==> config.mk <==
export PLATFORM = sky130hd
export DESIGN_NAME = serial_operand_deser
export DESIGN_NICKNAME = d
export VERILOG_FILES = /design/src/rtl/serial_adder_pkg.sv /design/src/rtl/bit_shift_in.sv /design/src/rtl/serial_operand_deser.sv
export SDC_FILE = /design/constraint.sdc
export NUM_CORES = 1
export LEC_CHECK = 0
export ABC_AREA = 1
export BUFFER_PORTS_ARGS = -buffer_cell sky130_fd_sc_hd__buf_2
export CAP_MARGIN = 20
export CORE_ASPECT_RATIO = 0.75
export CORE_MARGIN = 2
export CORE_UTILIZATION = 35
export DETAILED_ROUTE_END_ITERATION = 10
export SLEW_MARGIN = 10
export SYNTH_ARGS = -nofsm -noshare
export SYNTH_HDL_FRONTEND = slang
export SYNTH_SLANG_ARGS = --single-unit
==> constraint.sdc <==
create_clock -name clk -period 2.2 [get_ports clk]
set_input_delay 0.22 -clock clk [delete_from_list [all_inputs] [get_ports clk]]
set_output_delay 0.22 -clock clk [all_outputs]
set_load 0.02 [all_outputs]
==> src/rtl/serial_adder_pkg.sv <==
// Shared definitions for the serial adder stage: operand width and front-end FSM states.
package serial_adder_pkg;

    localparam int unsigned SA_WIDTH = 4;

    typedef enum logic [0:0] {
        IDLE    = 1'b0,
        COLLECT = 1'b1
    } sa_state_e;

    localparam logic [0:0] ST_IDLE    = IDLE;
    localparam logic [0:0] ST_COLLECT = COLLECT;

endpackage

==> src/rtl/bit_shift_in.sv <==
// Right-shifting serial-in register: new bit enters at MSB, so after WIDTH shifts bit 0 sits at LSB.
module bit_shift_in
    import serial_adder_pkg::*;
#(
    parameter int unsigned WIDTH = SA_WIDTH
) (
    input  logic             clk,
    input  logic             reset,
    input  logic             shift_en,
    input  logic             clr,
    input  logic             bit_in,
    output logic [WIDTH-1:0] q
);

    logic [WIDTH-2:0] keep_c;

    // A clear together with a shift starts a fresh word with bit_in as its first bit.
    assign keep_c = clr ? '0 : q[WIDTH-1:1];

    always_ff @(posedge clk or negedge reset) begin
        if (!reset) begin
            q <= '0;
        end else if (shift_en) begin
            q <= {bit_in, keep_c};
        end else if (clr) begin
            q <= '0;
        end
    end

endmodule

==> src/rtl/serial_operand_deser.sv <==
// Bit-serial front end of the adder stage: collects a/b LSB first and presents
// them as parallel words through a double-buffered valid/ready output.
module serial_operand_deser
    import serial_adder_pkg::*;
#(
    parameter int unsigned WIDTH = SA_WIDTH,
    parameter int unsigned CNT_W = $clog2(WIDTH)
) (
    input  logic             clk,
    input  logic             reset,
    input  logic             in_valid,
    output logic             in_ready,
    input  logic             in_a_bit,
    input  logic             in_b_bit,
    input  logic             in_sof,
    output logic             out_valid,
    input  logic             out_ready,
    output logic [WIDTH-1:0] a_out,
    output logic [WIDTH-1:0] b_out,
    output logic             frame_err
);

    localparam logic [CNT_W-1:0] CNT_LAST = CNT_W'(WIDTH - 1);
    localparam logic [CNT_W-1:0] CNT_ONE  = CNT_W'(1);

    logic [0:0]       state_q;
    logic [0:0]       state_d;
    logic [CNT_W-1:0] cnt_q;
    logic [CNT_W-1:0] cnt_d;
    logic             out_valid_d;
    logic             frame_err_d;
    logic [WIDTH-1:0] a_out_d;
    logic [WIDTH-1:0] b_out_d;
    logic [WIDTH-1:0] a_q;
    logic [WIDTH-1:0] b_q;

    logic acc_c;
    logic last_c;
    logic collect_c;
    logic shift_en_c;
    logic clr_c;
    logic unused_c;

    assign collect_c = (state_q == ST_COLLECT);
    assign last_c    = (cnt_q == CNT_LAST);

    // Only the completing bit stalls, and only while the held word is not being taken.
    assign in_ready  = ~(out_valid & ~out_ready & collect_c & last_c);
    assign acc_c     = in_valid & in_ready;

    assign shift_en_c = acc_c & (collect_c | in_sof);
    assign clr_c      = acc_c & in_sof;

    // The register LSB is never part of a completed word: the final bit is merged in directly.
    assign unused_c = ^{a_q[0], b_q[0]};

    bit_shift_in #(.WIDTH(WIDTH)) u_shift_a (
        .clk      (clk),
        .reset    (reset),
        .shift_en (shift_en_c),
        .clr      (clr_c),
        .bit_in   (in_a_bit),
        .q        (a_q)
    );

    bit_shift_in #(.WIDTH(WIDTH)) u_shift_b (
        .clk      (clk),
        .reset    (reset),
        .shift_en (shift_en_c),
        .clr      (clr_c),
        .bit_in   (in_b_bit),
        .q        (b_q)
    );

    always_ff @(posedge clk or negedge reset) begin
        if (!reset) begin
            state_q   <= ST_IDLE;
            cnt_q     <= '0;
            out_valid <= 1'b0;
            frame_err <= 1'b0;
            a_out     <= '0;
            b_out     <= '0;
        end else begin
            state_q   <= state_d;
            cnt_q     <= cnt_d;
            out_valid <= out_valid_d;
            frame_err <= frame_err_d;
            a_out     <= a_out_d;
            b_out     <= b_out_d;
        end
    end

    // Next-state: collect FSM, bit counter and output buffer handshake.
    always_comb begin
        state_d     = state_q;
        cnt_d       = cnt_q;
        out_valid_d = out_valid;
        frame_err_d = 1'b0;
        a_out_d     = a_out;
        b_out_d     = b_out;

        if (out_valid && out_ready) begin
            out_valid_d = 1'b0;
        end

        if (state_q == ST_IDLE) begin
            if (acc_c && in_sof) begin
                state_d = ST_COLLECT;
                cnt_d   = CNT_ONE;
            end
        end else if (acc_c) begin
            if (in_sof) begin
                cnt_d       = CNT_ONE;
                frame_err_d = (cnt_q != '0);
            end else if (last_c) begin
                state_d     = ST_IDLE;
                cnt_d       = '0;
                out_valid_d = 1'b1;
                a_out_d     = {in_a_bit, a_q[WIDTH-1:1]};
                b_out_d     = {in_b_bit, b_q[WIDTH-1:1]};
            end else begin
                cnt_d = cnt_q + CNT_ONE;
            end
        end
    end

endmodule

==> results.sh <==
export IMPL_holdPathStages=3
export IMPL_r2r_setup_slack_ns=0.62
export IMPL_synth_nets=110
export IMPL_ant_nets=0
export IMPL_finalSetupTns_ns=0
export IMPL_cpLargestDelayFamily="flip-flops"
export IMPL_r2r_cells=7
export IMPL_powerDensity_nw_per_um2=1070
export IMPL_async_flop_share=1.00
export IMPL_core_area_um2=2540
export IMPL_post_dp_cell_area_um2=1010
export IMPL_ioPinCount=18
export IMPL_post_cts_buffers=0
export IMPL_wirelength_um=1640
export IMPL_synth_cell_types=15
export IMPL_avgViaCountPerCell=4.38
export IMPL_power_share_switching=0.398
export IMPL_stdcell_area_um2=1050
export IMPL_fp_row_count=16
export IMPL_clockBufferDepth=2
export IMPL_rsz0062_at_grt="false"
export IMPL_start_kind="register"
export IMPL_path_max_fanout=11
export IMPL_synth_edf_count=0
export IMPL_period_minus_slack_ns=1.84
export IMPL_period_share=0.836
export IMPL_min_from="in_a_bit"
export IMPL_p_leak_nw=0.575
export IMPL_intPower_mw=0.676
export IMPL_synth_cells=101
export IMPL_avgSynthCellArea_um2=9.04
export IMPL_synth_area_um2=913
export IMPL_hpwl_um=1260
export IMPL_p_clk_frac=0.156
export IMPL_start_util=0.359
export IMPL_pwr_share_seq=0.471
export IMPL_regArea_um2=475
export IMPL_synth_common_cells="nand2_1 (33), dfrtp_1 (19), inv_1 (15), nand4_1 (8), o21ai_2 (8)"
export IMPL_crit_path_end_kind="primary output"
export IMPL_cts_repair_resized=0
export IMPL_h_tree_depth=1
export IMPL_fillers=289
export IMPL_insertion_delay_ns=0.29
export IMPL_multi_input_area_um2=343
export IMPL_crit_buf_inv=2
export IMPL_worstMarginPinSlew_ns=0.414
export IMPL_die_x_um=63.0
export IMPL_fmax_mhz=544
export IMPL_root_buffer="clkbuf_4"
export IMPL_max_vdd_ir_drop_mv=0.405
export IMPL_grt_ovfl_total=0
export IMPL_p_switching_mw=0.447
export IMPL_io_buffers=17
export IMPL_crit_type="reg2out"
export IMPL_drt_iter0_drc=21
export IMPL_final_max_slew_viol_count=0
export IMPL_crit_path_top_delay_cell="dfrtp_1"
export IMPL_path_cells="ha_1 -> nand2_1 -> clkinv_2 -> nand2_1 -> buf_2"
export IMPL_grt_first_pass_wirelength_um=2990
export IMPL_reg2reg_to="u_shift_b.q[1]"
export IMPL_yosysMostFrequentCell="nand2_1"
export IMPL_r2r_start="cnt_q[0]"
export IMPL_cp_common_cell="nand2_1"
export IMPL_synth_seq_area_share=0.521
export IMPL_crit_arrival_ns=1.62
export IMPL_hold_violations=0
export IMPL_skew_ns=0.000677
export IMPL_drc_errors=0
export IMPL_worst_hold_path_endpoint="a_out[3]"
export IMPL_place_congestion=0.734
export IMPL_total_power_mw=1.12
export IMPL_worst_setup_path_startpoint="cnt_q[0]"
export IMPL_dr_total_vias=684
export IMPL_first_global_vias=652
export IMPL_cap_violations=0
export IMPL_finalSetupViolCount=0
export IMPL_die_y_um=48.2
export IMPL_antenna_found_initial=0
export IMPL_grt_usage=0.131
export IMPL_grt_max_degree=20
export IMPL_required_ns=1.98
export IMPL_status="completed"
export IMPL_slowest_delay_ns=0.41
export IMPL_postCtsHoldBufs=1
export IMPL_drive_gt1_frac=0.283
export IMPL_nets=130
export IMPL_synth_warning_count=0
export IMPL_wl_per_cell_um=10.5
export IMPL_numCtsBuffers=3
export IMPL_ys_ff_latch=19
export IMPL_cts_tree="done"
export IMPL_p_comb_frac=0.373
export IMPL_synth_area_top_cells="dfrtp_1 (52%), nand2_1 (14%), o21ai_2 (7.7%)"
export IMPL_clock_sinks=19
export IMPL_synth_main_ff_cell="dfrtp_1"
export IMPL_dr_pass1_iters=4
export IMPL_dieArea_um2=3040
export IMPL_diodes=0
export IMPL_synth_top_area_cell="dfrtp_1"
export IMPL_path_clk_slew_ns=0.11
export IMPL_synth_top_area_frac=0.521
export IMPL_syn2layout_area_growth_pct=15.1
export IMPL_hp_class="in2reg"
export IMPL_max_slew_margin=0.724
cell families (layout without fill, tap and decap cells):
family                     after synthesis  after routing  synth area share
and+or+nand+nor                         51             51             0.262
adders and majority gates                2              2            0.0274
buffers and inverters                   20             39             0.104
AOI/OAI and AO/OA                        9              9            0.0863
DFF                                     19             19             0.521
power by group through the flow:
stage,Combinational (mW),Sequential [mW],Clock [mW]
4_1_cts,0.426,0.530,0.184
3_5_place_dp,0.422,0.538,0
6_report,0.419,0.529,0.175
3_3_place_gp,0.416,0.532,0
5_1_grt,0.476,0.544,0.201
2_1_floorplan,0.222,0.608,0
worst min-delay path: stages:
cell and delay [ns]:
buf_2 0.11, inv_1 0.06, o21ai_2 0.05
flip-flops by register name, indices dropped and copies added, names as in the netlist:
name         flops
out_valid        1
a_out            4
u_shift_a.q      3
frame_err        1
b_out            4
collect_c        1
cnt_q            2
u_shift_b.q      3
area by class of cell:
cell class / count / area share
clock buffer: 3 / 0.0214
clock inverter: 1 / 0.00476
inverter: 17 / 0.0619
multi-input combinational: 62 / 0.326
sequential: 19 / 0.452
tap: 36 / 0.0429
timing repair buffer: 18 / 0.0905
worst max-delay path by stage:
stage,end,slack (ns),cells after the start
after floorplan,collect_c,0.93,8
after global placement,cnt_q[0],0.69,7
after detailed placement,cnt_q[1],0.64,7
after CTS,in_ready,0.34,5
after global routing,in_ready,0.24,5
final,in_ready,0.36,5
routing by layer:
layer	global-route usage	routed length [um]	up-vias
met4	0.0267	8	0
met2	0.202	659	14
li1	-	-	356
met5	0	0	-
met3	0.0485	105	2
met1	0.182	863	312
layout by cell type (no fill, tap or decap):
cell           synthesis  final
a21oi_2                1      1
nand3_1                3      3
o21ai_2                8      8
ha_1                   2      2
buf_2                  0     17
dfrtp_1               19     19
nand2_1               33     33
clkinv_2               1      2
nand3_2                1      1
nor2_1                 5      5
nand4_1                8      8
clkbuf_4               0      3
inv_2                  1      1
nand4_4                1      1
inv_1                 15     15
dlygate4sd3_1          0      1
per-stage QoR:
stage	instances	hold WS, ns	util	setup slack (ns)
after floorplan	101	-0.0756	-	0.933
after global placement	151	0.183	0.399	0.694
after detailed placement	151	0.182	0.399	0.640
after CTS	156	0.171	0.413	0.341
after global routing	156	0.168	0.413	0.239
final	156	0.179	0.413	0.360
(Power assumes the default switching activity.)
